<file path="config.mk">
export PLATFORM = sky130hd
export DESIGN_NAME = fifo_wr_arbiter_flat
export DESIGN_NICKNAME = d
export VERILOG_FILES = /design/src/rtl/fifo_wr_arbiter_if.sv /design/src/rtl/fifo_wr_arbiter.sv /design/src/flat_wrapper.sv
export SDC_FILE = /design/constraint.sdc
export NUM_CORES = 1
export LEC_CHECK = 0
export ABC_AREA = 1
export CAP_MARGIN = 30
export CORE_MARGIN = 4
export CORE_UTILIZATION = 30
export DETAILED_ROUTE_END_ITERATION = 8
export PLACE_DENSITY = 0.84
export SETUP_SLACK_MARGIN = 0.2
export SLEW_MARGIN = 25
export SYNTH_ARGS = -nofsm -noshare
export SYNTH_HDL_FRONTEND = slang
export SYNTH_SLANG_ARGS = --single-unit
</file>
<file path="constraint.sdc">
create_clock -name in_clk -period 2.2 [get_ports in_clk]
set_input_delay 0.33 -clock in_clk [delete_from_list [all_inputs] [get_ports in_clk]]
set_output_delay 0.33 -clock in_clk [all_outputs]
set_load 0.03 [all_outputs]
</file>
<file path="src/rtl/fifo_wr_arbiter_if.sv">
// Write-port bundle between N producers, the round-robin arbiter and one shared fifo.
// The producer/fifo side uses master; the arbiter uses slave.
interface fifo_wr_arbiter_if #(
  parameter int N = 4,
  parameter int W = 32
);
  logic [N-1:0]   in_req;
  logic [N*W-1:0] in_data;
  logic           in_fifo_full;
  logic [N-1:0]   o_gnt;
  logic [N-1:0]   o_ack;
  logic           o_fifo_w_en;
  logic [W-1:0]   o_fifo_data;

  modport master (
    output in_req, in_data, in_fifo_full,
    input  o_gnt, o_ack, o_fifo_w_en, o_fifo_data
  );

  modport slave (
    input  in_req, in_data, in_fifo_full,
    output o_gnt, o_ack, o_fifo_w_en, o_fifo_data
  );
endinterface

</file>
<file path="src/rtl/fifo_wr_arbiter.sv">
// Round-robin write arbiter for one shared fifo, with a per-grant burst limit.
// Define FIFO_WR_ARBITER_STATS_EN to add saturating beat/stall counters.
module fifo_wr_arbiter #(
  parameter int N     = 4,
  parameter int W     = 32,
  parameter int BURST = 4
) (
  input  logic             in_clk,
  input  logic             in_rst_n,
  fifo_wr_arbiter_if.slave bus
`ifdef FIFO_WR_ARBITER_STATS_EN
  ,
  output logic [15:0]      o_beat_cnt,
  output logic [15:0]      o_stall_cnt
`endif
);

  localparam int IW = $clog2(N);
  localparam int CW = $clog2(BURST) + 1;

  typedef enum logic {IDLE, GRANT} state_e;

  state_e        state_q, state_d;
  logic [IW-1:0] g_q, g_d;
  logic [IW-1:0] rrPtr_q, rrPtr_d;
  logic [N-1:0]  gnt_q, gnt_d;
  logic [CW-1:0] beatCnt_q, beatCnt_d;

  logic          reqG;
  logic          accept;
  logic          lastBeat;
  logic          doRelease;
  logic [IW-1:0] nextPtr;

  // First requester at or after p, searching circularly; scanning downward lets the nearest win.
  function automatic logic [IW-1:0] pick(input logic [N-1:0] req, input logic [IW-1:0] p);
    logic [IW-1:0] idx;
    pick = '0;
    for (int k = N - 1; k >= 0; k--) begin
      idx = IW'((int'(p) + k) % N);
      if (req[idx]) pick = idx;
    end
  endfunction

  assign reqG      = bus.in_req[g_q];
  assign accept    = (state_q == GRANT) && reqG && !bus.in_fifo_full;
  assign lastBeat  = accept && (beatCnt_q == CW'(BURST - 1));
  assign doRelease = (state_q == GRANT) && (!reqG || lastBeat);
  assign nextPtr   = IW'((int'(g_q) + 1) % N);

  always_ff @(posedge in_clk or negedge in_rst_n) begin
    if (!in_rst_n) begin
      state_q   <= IDLE;
      g_q       <= '0;
      rrPtr_q   <= '0;
      gnt_q     <= '0;
      beatCnt_q <= '0;
    end else begin
      state_q   <= state_d;
      g_q       <= g_d;
      rrPtr_q   <= rrPtr_d;
      gnt_q     <= gnt_d;
      beatCnt_q <= beatCnt_d;
    end
  end

  // On release the next owner is chosen on the same edge, so back-to-back grants have no bubble.
  always_comb begin
    state_d   = state_q;
    g_d       = g_q;
    rrPtr_d   = rrPtr_q;
    gnt_d     = gnt_q;
    beatCnt_d = beatCnt_q;
    case (state_q)
      IDLE: begin
        if (|bus.in_req) begin
          state_d     = GRANT;
          g_d         = pick(bus.in_req, rrPtr_q);
          gnt_d       = '0;
          gnt_d[g_d]  = 1'b1;
          beatCnt_d   = '0;
        end
      end
      GRANT: begin
        if (doRelease) begin
          rrPtr_d = nextPtr;
          if (|bus.in_req) begin
            g_d        = pick(bus.in_req, nextPtr);
            gnt_d      = '0;
            gnt_d[g_d] = 1'b1;
            beatCnt_d  = '0;
          end else begin
            state_d = IDLE;
            gnt_d   = '0;
          end
        end else if (accept) begin
          beatCnt_d = beatCnt_q + CW'(1);
        end
      end
      default: state_d = IDLE;
    endcase
  end

  always_comb begin
    bus.o_gnt       = gnt_q;
    bus.o_fifo_w_en = accept;
    bus.o_ack       = '0;
    bus.o_fifo_data = '0;
    if (accept) bus.o_ack[g_q] = 1'b1;
    if (state_q == GRANT) bus.o_fifo_data = bus.in_data[g_q*W +: W];
  end

`ifdef FIFO_WR_ARBITER_STATS_EN
  logic [15:0] beatTot_q;
  logic [15:0] stallTot_q;

  // Both counters stick at all-ones rather than wrapping.
  always_ff @(posedge in_clk or negedge in_rst_n) begin
    if (!in_rst_n) begin
      beatTot_q  <= '0;
      stallTot_q <= '0;
    end else begin
      if (accept && beatTot_q != 16'hFFFF) beatTot_q <= beatTot_q + 16'd1;
      if ((state_q == GRANT) && reqG && bus.in_fifo_full && stallTot_q != 16'hFFFF)
        stallTot_q <= stallTot_q + 16'd1;
    end
  end

  assign o_beat_cnt  = beatTot_q;
  assign o_stall_cnt = stallTot_q;
`endif

endmodule
</file>
<file path="src/flat_wrapper.sv">
// flat-port wrapper written by rule: the top's interface ports become plain ports
module fifo_wr_arbiter_flat 
#(
  parameter int N     = 4,
  parameter int W     = 32,
  parameter int BURST = 4
)
  (in_clk, in_rst_n, bus_in_req, bus_in_data, bus_in_fifo_full, bus_o_gnt, bus_o_ack, bus_o_fifo_w_en, bus_o_fifo_data);
  fifo_wr_arbiter_if #(.N(N), .W(W)) bus_i ();
  input  logic in_clk;
  input  logic in_rst_n;
  input wire logic [$bits(bus_i.in_req)-1:0] bus_in_req;
  input wire logic [$bits(bus_i.in_data)-1:0] bus_in_data;
  input wire logic [$bits(bus_i.in_fifo_full)-1:0] bus_in_fifo_full;
  output wire logic [$bits(bus_i.o_gnt)-1:0] bus_o_gnt;
  output wire logic [$bits(bus_i.o_ack)-1:0] bus_o_ack;
  output wire logic [$bits(bus_i.o_fifo_w_en)-1:0] bus_o_fifo_w_en;
  output wire logic [$bits(bus_i.o_fifo_data)-1:0] bus_o_fifo_data;
  assign bus_i.in_req = bus_in_req;
  assign bus_i.in_data = bus_in_data;
  assign bus_i.in_fifo_full = bus_in_fifo_full;
  assign bus_o_gnt = bus_i.o_gnt;
  assign bus_o_ack = bus_i.o_ack;
  assign bus_o_fifo_w_en = bus_i.o_fifo_w_en;
  assign bus_o_fifo_data = bus_i.o_fifo_data;
  fifo_wr_arbiter #(.N(N), .W(W), .BURST(BURST)) u_core (.in_clk(in_clk), .in_rst_n(in_rst_n), .bus(bus_i));
endmodule
</file>
* After elaboration in Yosys (flattened, before gate mapping)
Index checks and enable logic that the tools add are counted.
** Cells by class
- Add/subtract/negate cells :: 8
- Order comparisons :: 14
- Equal/unequal tests :: 5
- Shift-type cells :: 1
- Mux-type cells :: 54
- Bitwise operators :: 1
- Reduce and logical (&&, ||, !) cells :: 14
** Operators by type and width (count)
- $shiftx A128 B8 Y32 :: 1
- $lt A2 B3 Y1 const B :: 11
- $mux W2 :: 16
- $mux W32 :: 1
- $bmux W1 S2 :: 9
- $mux W4 :: 4
- $mux W1 :: 14
- $mux W3 :: 3
- $add A2 B2 Y2 const B :: 4
- $pmux W4 S2 :: 1
- $logic_and A1 B1 Y1 :: 7
- $add A2 B1 Y2 const B :: 3
- $demux W1 S2 :: 3
- $ge A2 B1 Y1 const B :: 3
- $pmux W3 S2 :: 1
- $ne A2 B2 Y1 const B :: 2
- $pmux W2 S2 :: 1
- $reduce_and A2 Y1 :: 2
- $reduce_or A4 Y1 :: 1
- $add A3 B1 Y3 const B :: 1
- $eq A3 B2 Y1 const B :: 1
- $ne A3 B3 Y1 const B :: 1
- $reduce_and A3 Y1 :: 1
- $logic_not A1 Y1 :: 2
- 4 further kinds :: 4
** Storage, ports and cells
- Register bits after elaboration :: 12
- Bits of input ports :: 135
- Word-level logic and storage cells :: 102

* Logic depth before layout (Yosys ltp)
- Depth after elaboration :: 18
- Mapped depth :: 16

* Worst setup path after synthesis
OpenSTA, ideal clock, no wires.
- Path kind :: flip-flop to flip-flop
- Start :: register u_core.g_q[1]
- End :: register u_core.gnt_q[0] (netlist: u_core.bus.o_gnt[0])
- Library setup time :: 0.117 ns
- Arrival time :: 2.067 ns
- Required time :: 2.083 ns
- Path slack :: 0.016 ns
- Cell stages (with the launch flop) :: 16
- Path buffers :: 3
- Period minus slack after synthesis :: 2.184 ns
- Cells stage by stage :: dfrtp_1 -> clkbuf_1 -> inv_2 -> buf_1 -> ha_1 -> buf_2 -> xnor2_1 -> nand2_1 -> nand3_1 -> nand2_1 -> nand2_1 -> nand2_1 -> nand3_1 -> nand2_1 -> nand2_1 -> nand2_1
** Between the ends
- Longest elaborated chain between the ends :: 18
** RTL lines
- from (decl) :: RTL line fifo_wr_arbiter.sv:24 : logic [IW-1:0] g_q, g_d;
- from (signal assigned) :: RTL line fifo_wr_arbiter.sv:60 : g_q <= g_d;
- $add A2 B1 Y2 * :: RTL line fifo_wr_arbiter.sv:49 : assign nextPtr = IW'((int'(g_q) + 1) % N);
- net u_core.nextPtr[1] :: RTL line fifo_wr_arbiter.sv:33 : logic [IW-1:0] nextPtr;
- $add A2 B2 Y2 :: RTL line fifo_wr_arbiter.sv:40 : idx = IW'((int'(p) + k) % N);
- $bmux W1 S2 :: RTL line fifo_wr_arbiter.sv:41 : if (req[idx]) pick = idx;
- $mux W1 (implied by the code) :: RTL line fifo_wr_arbiter.sv:41
- $mux W2 (3 in series) :: RTL line fifo_wr_arbiter.sv:41
- $mux W2 * :: RTL line fifo_wr_arbiter.sv:41
- $mux W2 * :: RTL line fifo_wr_arbiter.sv:87 : if (|bus.in_req) begin
- $mux W2 * :: RTL line fifo_wr_arbiter.sv:85 : if (doRelease) begin
- $mux W2 * :: RTL line fifo_wr_arbiter.sv:74 : case (state_q)
- $lt A2 B3 Y1 (implied by the code) or $ge A2 B1 Y1 (tied branches) :: RTL line fifo_wr_arbiter.sv:90 : gnt_d[g_d] = 1'b1;
- $logic_and A1 B1 Y1 (implied by the code) :: RTL line fifo_wr_arbiter.sv:90
- $mux W1 (implied by the code) :: RTL line fifo_wr_arbiter.sv:90
- $demux W1 S2 *
- $mux W4 * :: RTL line fifo_wr_arbiter.sv:87
- $mux W4 * :: RTL line fifo_wr_arbiter.sv:85
- $pmux W4 S2 * :: RTL line fifo_wr_arbiter.sv:74
- to (signal assigned) :: RTL line fifo_wr_arbiter.sv:62 : gnt_q <= gnt_d;
- to (decl) :: RTL line fifo_wr_arbiter.sv:26 : logic [N-1:0] gnt_q, gnt_d;
Mark *: on every way through the listed nets, which the timed path passes. The rest lies on a longest branch. The select of a mux whose other input is x is not followed.
A chain may end at the register's enable or synchronous reset.

* Worst setup path in the final report
- Start :: register u_core.g_q[0]
- End :: output bus_o_ack[0]
** Between the ends
- Longest elaborated chain between the ends :: 5
** RTL lines
- $lt A2 B3 Y1 (implied by the code), or another cell as far along :: RTL line fifo_wr_arbiter.sv:109 : if (accept) bus.o_ack[g_q] = 1'b1;
- $logic_and A1 B1 Y1 (implied by the code) or $mux W1 (tied branches) :: RTL line fifo_wr_arbiter.sv:109, fifo_wr_arbiter.sv:45
- $mux W1 (implied by the code) or $logic_and A1 B1 Y1 (tied branches) :: RTL line fifo_wr_arbiter.sv:109, fifo_wr_arbiter.sv:46
- $demux W1 S2 or $logic_and A1 B1 Y1 (tied branches)
- $mux W4 * :: RTL line fifo_wr_arbiter.sv:109
- to (decl) :: RTL line flat_wrapper.sv:16 : output wire logic [$bits(bus_i.o_ack)-1:0] bus_o_ack;
Mark *: on every way between the ends. The rest lies on a longest branch, timed or not. The select of a mux whose other input is x is not followed.

==> summary.md <==
| Metric | Value |
|---|---|
| Hold Violations, Final | 0 |
| CTS Sinks | 12 |
| PD cells | 1470 nW/um^2 |
| Required @ worst endpoint | 1.87 ns |
| Synth Warn # | 0 |
| Worst Hold Class | in2async |
| CTS H-tree depth | 1 |
| Seq cells post-synth | 12 |
| Layout area overhead | 105% |
| Reg2Reg Launch Point | u_core.g_q[0] |
| Hold_buf cts | 0 |
| DRC Markers | 0 |
| Initial antenna violation count | 0 |
| Arr. time, crit path | 1.67 ns |
| Number of I/O port buffers | 175 |
| Worst path slowest cell | dfrtp_2 |
| Diode count | 0 |
| Cells along the critical path | buf_6 > nand2_2 > o21ai_2 > inv_2 > o21ai_2 > nand2_2 > nor2_4 > inv_4 > nor2_4 > buf_6 |
| Fill cell count | 622 |
| Drt first pass iters | 4 |
| Unrepaired setup endpoints after global routing | yes |
| Largest net degree at the start of global routing | 35 |
| Routed WL per cell | 14.7 um |
| Crit Path Max Fanout | 4 |
| # setup viols final | 0 |
| Slew Limit Fails | 0 |
| Final Cell Area | 4370 um^2 |
| Power, Total | 6.43 mW |
| HPWL Detailed | 7550 um |
| Clock-pin slew on the worst setup and hold paths | 0.05 ns |
| Unique masters post-synth | 25 |
| Vias | 3,387 |
| Sequential area share after synthesis | 14.1% |
| Min Clock Period, post-route | 2.00 ns |
| Final Skew | 0.00155 ns |
| Leakage | 1.95 nW |
| Cell area after synthesis | 2130 um^2 |
| Grt ovf | 0 |
| Core Area | 6870 um^2 |
| Wl on met1 | 3840 um |
| Critical path capture point type | output port |
| Startpoint Class | flip-flop |
| Layout cells sized above 1 | 17.1% |
| Multi-input gate area | 1680 um^2 |
| Status | completed |
| Starting density of the core | 31.1% |
| FP Rows | 30 |
| CTS root buf | clkbuf_8 |
| Max VDD drop | 0.879 mV |
| Avg Cell Area, Syn | 5.09 um^2 |
| Worst-case reg-to-reg path depth | 14 |
| Post-layout nets | 739 |
| DR WL met3 | 757 um |
| Register area | 302 um^2 |
| Max Fclk | 499 MHz |
| Vias per cell | 4.89 |
| Rel. slew slack | 63.7% |
| Tot GR Track Use | 21.3% |
| Top Metal Used | met4 |
| Die width | 92.3 um |
| Max Cap Violations | 0 |
| FF-to-FF End | u_core.bus.o_gnt[1] |
| Crit path max-delay family | flip-flops |
| Number of global-route vias before repair | 3,251 |
| Clk buf depth | 2 |
| Detail Route Antenna Nets | 0 |
| CP bufs+invs | 4 |
| Cells after Synth | 419 |
| Die ar. | 8520 um^2 |
| Total wire length | 10,200 um |
| First-pass GRT wire length | 14,900 um |
| Slew @ Worst Pin | 0.543 ns |
| Most frequent cells in the layout | 134 x clkdlybuf4s50_1, 131 x nor2_1, 65 x nand2_1, 65 x o21ai_0, 42 x buf_4 |
| Most common cell after layout, fill and taps aside | clkdlybuf4s50_1 |
| CP max stage delay | 0.45 ns |
| Syn nets | 560 |
| Reg2Reg Setup Slack | 0.21 ns |
| DRT iter0 DRCs | 136 |
| Met2 WL post-DR | 5280 um |
| Worst-skew pair later-pin latency | 0.24 ns |
| CTS tree | yes |
| CTS Buf Count | 3 |
| Die Height | 92.3 um |
| DP Area | 3960 um^2 |
| RD Place Congestion | 0.867 |
| Period utilisation layout | 91.1% |
| Class of the most critical setup path | reg2out |
| # IOs | 176 |
-- where the power goes --
part / switching [mW] / internal (mW)
registers: 0.0970 / 0.314
logic: 3.35 / 2.43
clock network: 0.0830 / 0.158
total: 3.53 / 2.90
-- state kept, by name (all words and copies together), names as in the netlist --
name              cells
u_core.beatCnt_q      3
u_core.bus.o_gnt      4
u_core.g_q            2
u_core.rrPtr_q        2
u_core.state_q        1
-- synth_stat cells --
cell type	count	share of area, %
buf_1	4	0.70
o21ai_4	1	0.76
inv_1	20	3.5
buf_4	1	0.35
nor2_1	136	24
nand3_1	18	4.2
inv_2	7	1.2
nand4_1	1	0.29
buf_2	8	1.9
dfrtp_1	12	14
buf_6	3	1.6
a21oi_2	1	0.41
o21ai_2	2	0.82
o21ai_0	75	18
nand3b_1	1	0.35
nand2_2	3	0.88
nor4_1	1	0.29
clkbuf_1	12	2.1
o21ai_1	2	0.47
nor2_2	1	0.29
xor2_1	1	0.41
xnor2_1	1	0.41
a21oi_1	33	7.7
ha_1	6	3.5
nand2_1	69	12
-- worst max path at each step --
stage                             start                  end  slack (ns)  cells after the start
final                     u_core.g_q[0]         bus_o_ack[0]        0.20                     10
after global placement    bus_in_req[2]         bus_o_ack[2]       -0.02                     10
after detailed placement  bus_in_req[2]         bus_o_ack[3]       -0.08                     10
after floorplan           u_core.g_q[0]        u_core.g_q[1]        0.20                     14
after global routing      u_core.g_q[0]  u_core.bus.o_gnt[0]        0.05                     14
after CTS                 u_core.g_q[0]         bus_o_ack[2]        0.16                     10
-- cell families (layout without fill, tap and decap cells) --
kind of cell    after synthesis  after routing  share of synthesized area (%)
flops                        12             12                           14.1
simple gates                230            230                           42.4
compound gates              114            114                           27.8
buf+inv                      55            233                           11.4
fa+ha+maj                     6              6                           3.52
xor+xnor                      2              2                          0.821
-- per-layer routing --
layer  up-vias  GRT usage (%)
li1       1709              -
met2       143           39.5
met5         -              0
met4         0           6.93
met3        24           5.20
met1      1511           23.5
-- cell type report --
class	instances	share of cell area (%)
clock buffer	4	1.26
inverter	27	2.55
multi-input combinational	352	38.5
sequential	12	6.89
tap	96	2.75
timing repair buffer	202	48.1
-- timing repair --
| item | 4_1_cts | 5_1_grt |
|---|---|---|
| resized for setup | 25 | 34 |
| hold endpoints to repair | 0 | 0 |
| pin swaps | 5 | 21 |
| gates cloned | 2 | 3 |
| setup endpoints to repair | 32 | 43 |
| buffers inserted | 4 | 4 |
-- stage by stage --
step | std cells | setup TNS [ns] | utilization [%] | hold WS, ns | setup WS (ns)
final | 693 | 0 | 63.7 | 0.444 | 0.195
after global routing | 693 | 0 | 63.7 | 0.487 | 0.0487
after CTS | 686 | 0 | 60.7 | 0.460 | 0.158
after detailed placement | 676 | -0.263 | 57.6 | 0.477 | -0.0804
after global placement | 676 | -0.0906 | 57.6 | 0.460 | -0.0232
after floorplan | 419 | 0 | - | 0.0344 | 0.202
Power figures use the tool's default switching activity.
